**src/rtl/bicc_pkg.sv**
```systemverilog
// Shared types and constants for the bitstream count sequencer.
// Holds the FSM state encoding and the accumulator width helper.
package bicc_pkg;

    localparam int BICC_MAX_WORD_WIDTH = 8;

    typedef enum logic [1:0] {
        ST_IDLE = 2'd0,
        ST_RUN  = 2'd1,
        ST_DONE = 2'd2
    } bicc_state_e;

    // Four guard bits cover (2^LEN_WIDTH - 1) words of up to eight ones each.
    function automatic int bicc_acc_width(input int len_width);
        return len_width + 4;
    endfunction

endpackage

```
**src/rtl/bitstream_count_sched_if.sv**
```systemverilog
// Word-source and result-sink handshakes of the bitstream count sequencer.
// master = environment side, slave = sequencer side.
interface bitstream_count_sched_if #(
    parameter int WORD_WIDTH = 8,
    parameter int LEN_WIDTH  = 8
);
    logic                   in_valid;
    logic                   in_ready;
    logic [WORD_WIDTH-1:0]  in_data;
    logic                   res_valid;
    logic                   res_ready;
    logic [LEN_WIDTH+3:0]   res_count;
    logic                   res_hit;

    modport master (
        output in_valid, in_data, res_ready,
        input  in_ready, res_valid, res_count, res_hit
    );

    modport slave (
        input  in_valid, in_data, res_ready,
        output in_ready, res_valid, res_count, res_hit
    );
endinterface

```
**src/rtl/bitstream_count_sched_popcount.sv**
```systemverilog
// Combinational ones counter for one bitstream word (up to eight bits).
// Built as a ripple chain of small adders, one stage per input bit.
module popcount
    import bicc_pkg::*;
#(
    parameter int INPUT_WIDTH = 8
) (
    input  logic [INPUT_WIDTH-1:0]                        i_data,
    output logic [$clog2(BICC_MAX_WORD_WIDTH+1)-1:0]      o_count
);
    localparam int CW = $clog2(BICC_MAX_WORD_WIDTH + 1);

    generate
        for (genvar gi = 0; gi < INPUT_WIDTH; gi++) begin : g_bit
            logic [CW-1:0] w_sum;
            if (gi == 0) begin : g_first
                assign w_sum = CW'(i_data[0]);
            end else begin : g_next
                assign w_sum = g_bit[gi-1].w_sum + CW'(i_data[gi]);
            end
        end
    endgenerate

    assign o_count = g_bit[INPUT_WIDTH-1].w_sum;

endmodule

```
**src/rtl/bitstream_count_sched.sv**
```systemverilog
// Streams bitstream words through a popcount and accumulates the ones over a job.
// Optional threshold compare is enabled by defining BICC_THRESH_EN.
module bitstream_count_sched
    import bicc_pkg::*;
#(
    parameter int WORD_WIDTH = 8,
    parameter int LEN_WIDTH  = 8
) (
    input  logic                  clk,
    input  logic                  rst,
    input  logic                  start,
    input  logic                  abort,
    input  logic [LEN_WIDTH-1:0]  num_words,
    input  logic [LEN_WIDTH+3:0]  threshold,
    output logic                  busy,
    bitstream_count_sched_if.slave bus
);
    localparam int ACC_W = bicc_acc_width(LEN_WIDTH);
    localparam int PC_W  = $clog2(BICC_MAX_WORD_WIDTH + 1);

    bicc_state_e            r_state;
    logic [LEN_WIDTH-1:0]   r_words_left;
    logic [ACC_W-1:0]       r_acc;
    logic                   r_in_ready;
    logic                   r_res_valid;
    logic                   r_hit;

    logic [PC_W-1:0]        w_pc;
    logic [ACC_W-1:0]       w_acc_sum;
    logic                   w_start_ok;
    logic                   w_word_hs;
    logic                   w_last_word;
    logic                   w_hit_last;
    logic                   w_hit_zero;

    popcount #(
        .INPUT_WIDTH (WORD_WIDTH)
    ) u_popcount (
        .i_data  (bus.in_data),
        .o_count (w_pc)
    );

    assign w_start_ok  = (r_state == ST_IDLE) && start && !abort;
    assign w_word_hs   = r_in_ready && bus.in_valid && !abort;
    assign w_acc_sum   = r_acc + ACC_W'(w_pc);
    assign w_last_word = (r_words_left == LEN_WIDTH'(1));

`ifdef BICC_THRESH_EN
    logic [ACC_W-1:0] r_thresh;

    always_ff @(posedge clk) begin
        if (rst) begin
            r_thresh <= '0;
        end else if (w_start_ok) begin
            r_thresh <= threshold;
        end
    end

    // A zero-length job enters DONE with acc = 0, compared against the incoming threshold.
    assign w_hit_last = (w_acc_sum >= r_thresh);
    assign w_hit_zero = (threshold == '0);
`else
    logic w_unused_threshold;
    assign w_unused_threshold = ^threshold;
    assign w_hit_last = 1'b0;
    assign w_hit_zero = 1'b0;
`endif

    always_ff @(posedge clk) begin
        if (rst) begin
            r_state      <= ST_IDLE;
            r_words_left <= '0;
            r_acc        <= '0;
            r_in_ready   <= 1'b0;
            r_res_valid  <= 1'b0;
            r_hit        <= 1'b0;
        end else begin
            case (r_state)
                ST_IDLE: begin
                    r_in_ready  <= 1'b0;
                    r_res_valid <= 1'b0;
                    if (w_start_ok) begin
                        r_words_left <= num_words;
                        r_acc        <= '0;
                        r_hit        <= 1'b0;
                        if (num_words != '0) begin
                            r_state    <= ST_RUN;
                            r_in_ready <= 1'b1;
                        end else begin
                            r_state     <= ST_DONE;
                            r_res_valid <= 1'b1;
                            r_hit       <= w_hit_zero;
                        end
                    end
                end

                ST_RUN: begin
                    if (abort) begin
                        r_state    <= ST_IDLE;
                        r_acc      <= '0;
                        r_in_ready <= 1'b0;
                    end else if (w_word_hs) begin
                        r_acc        <= w_acc_sum;
                        r_words_left <= r_words_left - LEN_WIDTH'(1);
                        if (w_last_word) begin
                            r_state     <= ST_DONE;
                            r_in_ready  <= 1'b0;
                            r_res_valid <= 1'b1;
                            r_hit       <= w_hit_last;
                        end
                    end
                end

                ST_DONE: begin
                    if (abort) begin
                        r_state     <= ST_IDLE;
                        r_acc       <= '0;
                        r_res_valid <= 1'b0;
                        r_hit       <= 1'b0;
                    end else if (bus.res_ready) begin
                        r_state     <= ST_IDLE;
                        r_res_valid <= 1'b0;
                        r_hit       <= 1'b0;
                    end
                end

                default: begin
                    r_state     <= ST_IDLE;
                    r_in_ready  <= 1'b0;
                    r_res_valid <= 1'b0;
                end
            endcase
        end
    end

    // Abort masks both handshakes in the same cycle so neither can complete.
    assign bus.in_ready  = r_in_ready && !abort;
    assign bus.res_valid = r_res_valid && !abort;
    assign bus.res_count = r_acc;
    assign bus.res_hit   = r_hit;
    assign busy          = (r_state != ST_IDLE);

endmodule

```
**src/flat_wrapper.sv**
```systemverilog
// flat-port wrapper written by rule: the top's interface ports become plain ports
module bitstream_count_sched_flat import bicc_pkg::*;
#(
    parameter int WORD_WIDTH = 8,
    parameter int LEN_WIDTH  = 8
)
  (clk, rst, start, abort, num_words, threshold, busy, bus_in_valid, bus_in_data, bus_res_ready, bus_in_ready, bus_res_valid, bus_res_count, bus_res_hit);
  bitstream_count_sched_if #(.WORD_WIDTH(WORD_WIDTH), .LEN_WIDTH(LEN_WIDTH)) bus_i ();
  input  logic clk;
  input  logic rst;
  input  logic start;
  input  logic abort;
  input  logic [LEN_WIDTH-1:0] num_words;
  input  logic [LEN_WIDTH+3:0] threshold;
  output logic busy;
  input wire logic [$bits(bus_i.in_valid)-1:0] bus_in_valid;
  input wire logic [$bits(bus_i.in_data)-1:0] bus_in_data;
  input wire logic [$bits(bus_i.res_ready)-1:0] bus_res_ready;
  output wire logic [$bits(bus_i.in_ready)-1:0] bus_in_ready;
  output wire logic [$bits(bus_i.res_valid)-1:0] bus_res_valid;
  output wire logic [$bits(bus_i.res_count)-1:0] bus_res_count;
  output wire logic [$bits(bus_i.res_hit)-1:0] bus_res_hit;
  assign bus_i.in_valid = bus_in_valid;
  assign bus_i.in_data = bus_in_data;
  assign bus_i.res_ready = bus_res_ready;
  assign bus_in_ready = bus_i.in_ready;
  assign bus_res_valid = bus_i.res_valid;
  assign bus_res_count = bus_i.res_count;
  assign bus_res_hit = bus_i.res_hit;
  bitstream_count_sched #(.WORD_WIDTH(WORD_WIDTH), .LEN_WIDTH(LEN_WIDTH)) u_core (.clk(clk), .rst(rst), .start(start), .abort(abort), .num_words(num_words), .threshold(threshold), .busy(busy), .bus(bus_i));
endmodule
```
**config.mk**
```make
export PLATFORM = sky130hd
export DESIGN_NAME = bitstream_count_sched_flat
export DESIGN_NICKNAME = d
export VERILOG_FILES = /design/src/rtl/bicc_pkg.sv /design/src/rtl/bitstream_count_sched_if.sv /design/src/rtl/bitstream_count_sched_popcount.sv /design/src/rtl/bitstream_count_sched.sv /design/src/flat_wrapper.sv
export SDC_FILE = /design/constraint.sdc
export NUM_CORES = 1
export LEC_CHECK = 0
export ABC_AREA = 1
export BUFFER_PORTS_ARGS = -buffer_cell sky130_fd_sc_hd__buf_4
export CORE_MARGIN = 4
export CORE_UTILIZATION = 41
export DETAILED_ROUTE_END_ITERATION = 12
export GPL_TIMING_DRIVEN = 0
export PLACE_DENSITY = 0.65
export SKIP_CTS_REPAIR_TIMING = 1
export SLEW_MARGIN = 30
export SYNTH_ARGS = -nofsm -noshare
export SYNTH_HDL_FRONTEND = slang
export SYNTH_HIERARCHICAL = 1
export SYNTH_SLANG_ARGS = --single-unit
```
**constraint.sdc**
```tcl
create_clock -name clk -period 4.45 [get_ports clk]
set_input_delay 0.89 -clock clk [delete_from_list [all_inputs] [get_ports clk]]
set_output_delay 0.89 -clock clk [all_outputs]
set_load 0.05 [all_outputs]
```
# [Yosys cells after proc, flatten, opt, wreduce, memory -nomap -nowiden]
# Index checks and enable logic that the tools add are counted.
[classes] addsub=9 n_eq_ne=11 n_mux=34 n_bitwise=1 n_reduce_logical=18
[op_table] cell="two-way mux 12 bit" n=4
[op_table] cell="case mux 12 bit (3 select lines)" n=1
[op_table] cell="adder 4 x 1 -> 4 bit" n=6
[op_table] cell="two-way mux 8 bit" n=3
[op_table] cell="case mux 8 bit (2 select lines)" n=1
[op_table] cell="AND reduction 4 bit" n=4
[op_table] cell="two-way mux 1 bit" n=14
[op_table] cell="two-way mux 2 bit" n=7
[op_table] cell="adder 12 x 4 -> 12 bit" n=1
[op_table] cell="case mux 1 bit (3 select lines)" n=3
[op_table] cell="equality test 8 x 1 -> 1 bit, second input constant" n=1
[op_table] cell="nonzero test 8 bit" n=1
[op_table] cell="subtractor 8 x 1 -> 8 bit, second input constant" n=1
[op_table] cell="logical AND 1 bit" n=6
[op_table] cell="!= test 2 x 1 -> 1 bit, second input constant" n=3
[op_table] cell="!= test 3 x 2 -> 1 bit, second input constant" n=2
[op_table] cell="case mux 2 bit (3 select lines)" n=1
[op_table] cell="AND reduction 6 bit" n=1
[op_table] cell="!= test 2 bit, second input constant" n=2
[op_table] cell="nonzero test 2 bit" n=2
[op_table] cell="!= test 3 bit, second input constant" n=1
[op_table] cell="AND reduction 3 bit" n=1
[op_table] cell="nonzero test 3 bit" n=1
[op_table] cell="adder 1 x 1 -> 2 bit" n=1
[op_table] cell="5 further kinds" n=5
[totals] reg_bits=25 input_bits=34 output_inout_bits=16 wordCells=79

# [Logic depth before layout (Yosys ltp)]
[logic_depth] word_depth=11 ltp_mapped=20 depth_no_buf=20

# [By module]
# The synthesis kept the hierarchy.
[modules_own_cells] module="bitstream_count_sched" n_inst=1 cells_each=252 area_per_inst_um2=1592.8 seq_area_each_um2=480.5
[modules_own_cells] module="popcount" n_inst=1 cells_each=26 area_per_inst_um2=190.2 seq_area_each_um2=0.0

# [Worst setup path before layout]
# OpenSTA, ideal clock, no wires.
[synth_path] path_type="in2reg" start="in bus_in_data[0]" end="reg u_core.r_acc[10], in the netlist u_core/bus.res_count[10]" setup_time_ps=66 arrival_ps=4067 required_time_ps=4384 path_slack_ps=317 cell_stages=17 path_buffers=0 cell_sequence="fa_1 inv_1 fa_1 fa_1 inv_1 ha_1 inv_1 fa_1 nand2_1 nand2_1 ha_1 nand2_1 nand3_1 nand4_1 nor2_2 nand3_1 a21oi_2"
[synth_via] elab_chain_cells=11
[synth_lines] item="start, declared" line_no="flat_wrapper.sv:17" rtl="input wire logic [$bits(bus_i.in_data)-1:0] bus_in_data;"
[synth_lines] item="adder 1 x 1 -> 2 bit" line_no="bitstream_count_sched_popcount.sv:19" rtl="assign w_sum = g_bit[gi-1].w_sum + CW'(i_data[gi]);"
[synth_lines] item="adder 4 x 1 -> 4 bit (6 in series)" line_no="bitstream_count_sched_popcount.sv:19"
[synth_lines] item="net u_core.w_pc[2]" line_no="bitstream_count_sched.sv:28" rtl="logic [PC_W-1:0] w_pc;"
[synth_lines] item="adder 12 x 4 -> 12 bit" line_no="bitstream_count_sched.sv:45" rtl="assign w_acc_sum = r_acc + ACC_W'(w_pc);"
[synth_lines] item="two-way mux 12 bit" line_no="bitstream_count_sched.sv:102" rtl="end else if (w_word_hs) begin"
[synth_lines] item="two-way mux 12 bit" line_no="bitstream_count_sched.sv:98" rtl="if (abort) begin"
[synth_lines] item="case mux 12 bit (3 select lines)" line_no="bitstream_count_sched.sv:78" rtl="case (r_state)"
[synth_lines] item="end signal, assigned" line_no="bitstream_count_sched.sv:103" rtl="r_acc <= w_acc_sum;"
[synth_lines] item="end, declared" line_no="bitstream_count_sched.sv:23" rtl="logic [ACC_W-1:0] r_acc;"
# The timed path passes the listed nets, and every way through them passes these cells. The select of a mux whose other input is x is not followed.
# A chain may end at the register's enable or synchronous reset.

# [Worst setup path after layout]
# Ends and elaborated chain as after synthesis.

==> results.py <==
metrics = {
    "outcome": {
        "outcome": "complete, no violations",
    },
    "floorplanning": {
        "num_rows": 23,
        "die_area_sq_mm": 0.00547,
        "fp.coreArea_sq_mm": 0.00412,
        "fp.dieH_microns": 73.9,
        "die_x_microns": 73.9,
        "initial_utilization_pct": 43.3,
        "ios": 50,
    },
    "critical_path": {
        "r2r_cells": 8,
        "ff2ff_setup_slack_ps": 2800,
        "r2r-start": "u_core/bus.res_count[0]",
        "crit_type": "in2reg",
        "cpMostUsedCell": "fa_1",
        "required_ps": 4670,
        "rr_endpoint": "u_core/bus.res_count[8]",
        "crit_fanout": 5,
        "start_kind": "input pin",
        "worstSetupEndpointType": "register",
        "slowest_delay_ps": 520,
        "cp.arrival_ps": 4370,
        "cp_cell_sequence": "buf_4, fa_1, inv_1, fa_1, fa_1, inv_1, ha_1, inv_1, fa_1, nand2_1, nand2_1, ha_1, nand2_1, nand3_1, nand4_1, nor2_2, nand3_1, a21oi_2",
        "slowest_stage": "fa_1",
    },
    "sta": {
        "relSlewSlack_pct": 63.4,
        "finalSetupViolCount": 0,
        "rsz0062_at_grt": "no",
        "tightest_slew_ps": 545,
        "max_freq_ghz": 0.241,
        "fin_crit_ps": 4150,
        "finClkSkew_ps": 3.19,
        "hold_viol": 0,
        "tns_ps": 0,
        "slew_violations": 0,
        "fin_crit_sh_pct": 93.4,
    },
    "power_and_ir_drop": {
        "ir_worst_vdd_v": 0.000170,
        "power_leakage_uw": 0.00112,
        "powerDensity_mw_per_mm2": 341,
        "total_power_uw": 746,
    },
    "clocking": {
        "tritoncts": "built",
        "numCtsBuffers": 3,
        "h-tree-depth": 1,
        "cts_sinks": 24,
        "cts_root_buffer": "clkbuf_8",
        "clk_pin_slew_worst_paths_ps": 90,
        "clockBufferDepth": 2,
        "clock_latency_ps": 270,
    },
    "placed_design": {
        "hpwlAfterDp_microns": 3210,
        "gp_congestion": 0.814,
        "io_buffers": 36,
    },
    "synthesis": {
        "ys_async_sr_fraction_pct": 0,
        "syn_area_per_cell_sq_um": 6.41,
        "yosysWarnings": 6,
        "synth_edf_count": 0,
        "synthFlopType": "dfxtp_1",
        "ys_seq_area_share_pct": 26.9,
        "synth_cell_types": 28,
        "synthCells": 278,
        "netlist_area_sq_mm": 0.00178,
        "synth_seq_cells": 24,
        "synth_fp_nets": 326,
    },
    "route": {
        "wl_microns": 4020,
        "drc": 0,
        "first_pass_iters": 4,
        "routedWlPerCell_microns": 10.9,
        "drt_iter0_markers": 92,
        "postRouteAntennaNets": 0,
        "routed_via_density": 4.86,
        "vias": 1788,
    },
    "grt": {
        "grt-ovfl-total": 0,
        "grt_max_degree": 15,
        "grt_usage_pct": 15.1,
        "grt_pass1_vias": 1540,
        "grt_antenna_before_repair": 0,
        "grt_pass1_wl_microns": 6620,
    },
    "finish": {
        "drive_gt1_share_pct": 19.2,
        "final-seq-area_sq_um": 480,
        "final_cell_mix": "nand2_1 (69), inv_1 (45), buf_4 (37)",
        "syn2layout_area_growth_pct": 22.7,
        "final_common_cell": "nand2_1",
        "fillCellCount": 417,
        "nets": 367,
        "antenna_cells": 0,
        "multi_input_area_sq_mm": 0.00108,
    },
    "hold_path": {
        "holdPathStages": 2,
        "min_path_type": "reg2reg",
        "hp-start": "u_core/r_res_valid",
        "whs_endpoint": "u_core/r_res_valid",
    },
    "run": {
        "drv_cap": 0,
    },
}
## cells by family after synthesis
kind of cell,after synthesis,synth area share (%)
other,1,0.210
and+or+nand+nor,148,36.6
AOI/OAI and AO/OA,38,11.6
buffers and inverters,53,12.7
DFF,24,26.9
adders and majority gates,14,11.9
## area by class of cell
| cell class | instances | share of cell area (%) |
|---|---|---|
| clock inverters | 1 | 1.37 |
| flip-flops and latches | 24 | 22.0 |
| repair buffers | 36 | 12.4 |
| clock buffers | 3 | 1.89 |
| plain buffers | 5 | 2.12 |
| inverters | 48 | 8.24 |
| multi-input cells | 201 | 49.2 |
| well taps | 50 | 2.86 |
## where the power goes
group	switching (uW)	internal (uW)
logic	183	114
registers	17.8	234
clock network	76.9	120
## per-layer routing
metal / vias to the layer above / share of wire [%] / GRT usage [%]
met1: 792 / 49 / 21.2
met2: 40 / 45 / 24.2
met4: 0 / 0.84 / 5.43
met3: 2 / 4.3 / 1.22
li1: 954 / - / -
met5: - / 0 / 0
## cells in the mapped netlist (2+ instances only)
master,instances,area [sq um]
nand3_1,22,110
nor3_1,3,15.0
dfxtp_1,24,480
buf_6,3,33.8
ha_1,9,113
nor2_2,2,12.5
a21oi_1,21,105
or2_2,3,18.8
nand4_1,6,37.5
nand3_2,3,30.0
inv_2,3,11.3
inv_1,45,169
nor2_1,36,135
nand2_1,69,259
o21ai_2,2,17.5
o31ai_1,2,15.0
o21ai_0,10,50.1
fa_1,5,100
## sequential cells by signal, summed over array words and instances, names as in the netlist
| name | cells |
|---|---|
| u_core/bus.res_count | 12 |
| u_core/r_words_left | 8 |
| u_core/r_state | 2 |
| u_core/r_in_ready | 1 |
| u_core/r_res_valid | 1 |
## metrics by stage
| step | instance area (sq um) | worst slack [ps] | utilization, % | hold slack, ps | instances |
|---|---|---|---|---|---|
| 3_3_place_gp | 2120 | 23.3 | 51.4 | 465 | 364 |
| 6_report | 2190 | 295 | 53.1 | 487 | 368 |
| 5_1_grt | 2190 | 73.1 | 53.1 | 521 | 368 |
| 3_5_place_dp | 2120 | 27.1 | 51.4 | 474 | 364 |
| 2_1_floorplan | 1780 | 317 | - | 446 | 278 |
| 4_1_cts | 2190 | 299 | 53.1 | 491 | 368 |
## worst max-delay path by stage
stage                               from                        to  slack (ps)  depth (start not counted)
final                     bus_in_data[0]  u_core/bus.res_count[10]         300                         18
after global placement    bus_in_data[0]  u_core/bus.res_count[10]          20                         18
after CTS                 bus_in_data[0]  u_core/bus.res_count[10]         300                         18
after global routing      bus_in_data[0]  u_core/bus.res_count[10]          70                         18
after floorplan           bus_in_data[0]  u_core/bus.res_count[10]         320                         17
after detailed placement  bus_in_data[0]  u_core/bus.res_count[10]          30                         18
## worst max-delay path, delay by kind of cell
family | cells | cell delay (ps)
compound gates | 1 | 120
fa+ha+maj | 6 | 2260
buf+inv | 4 | 290
simple gates | 7 | 800
No activity file was read; power rests on OpenSTA's default activity.
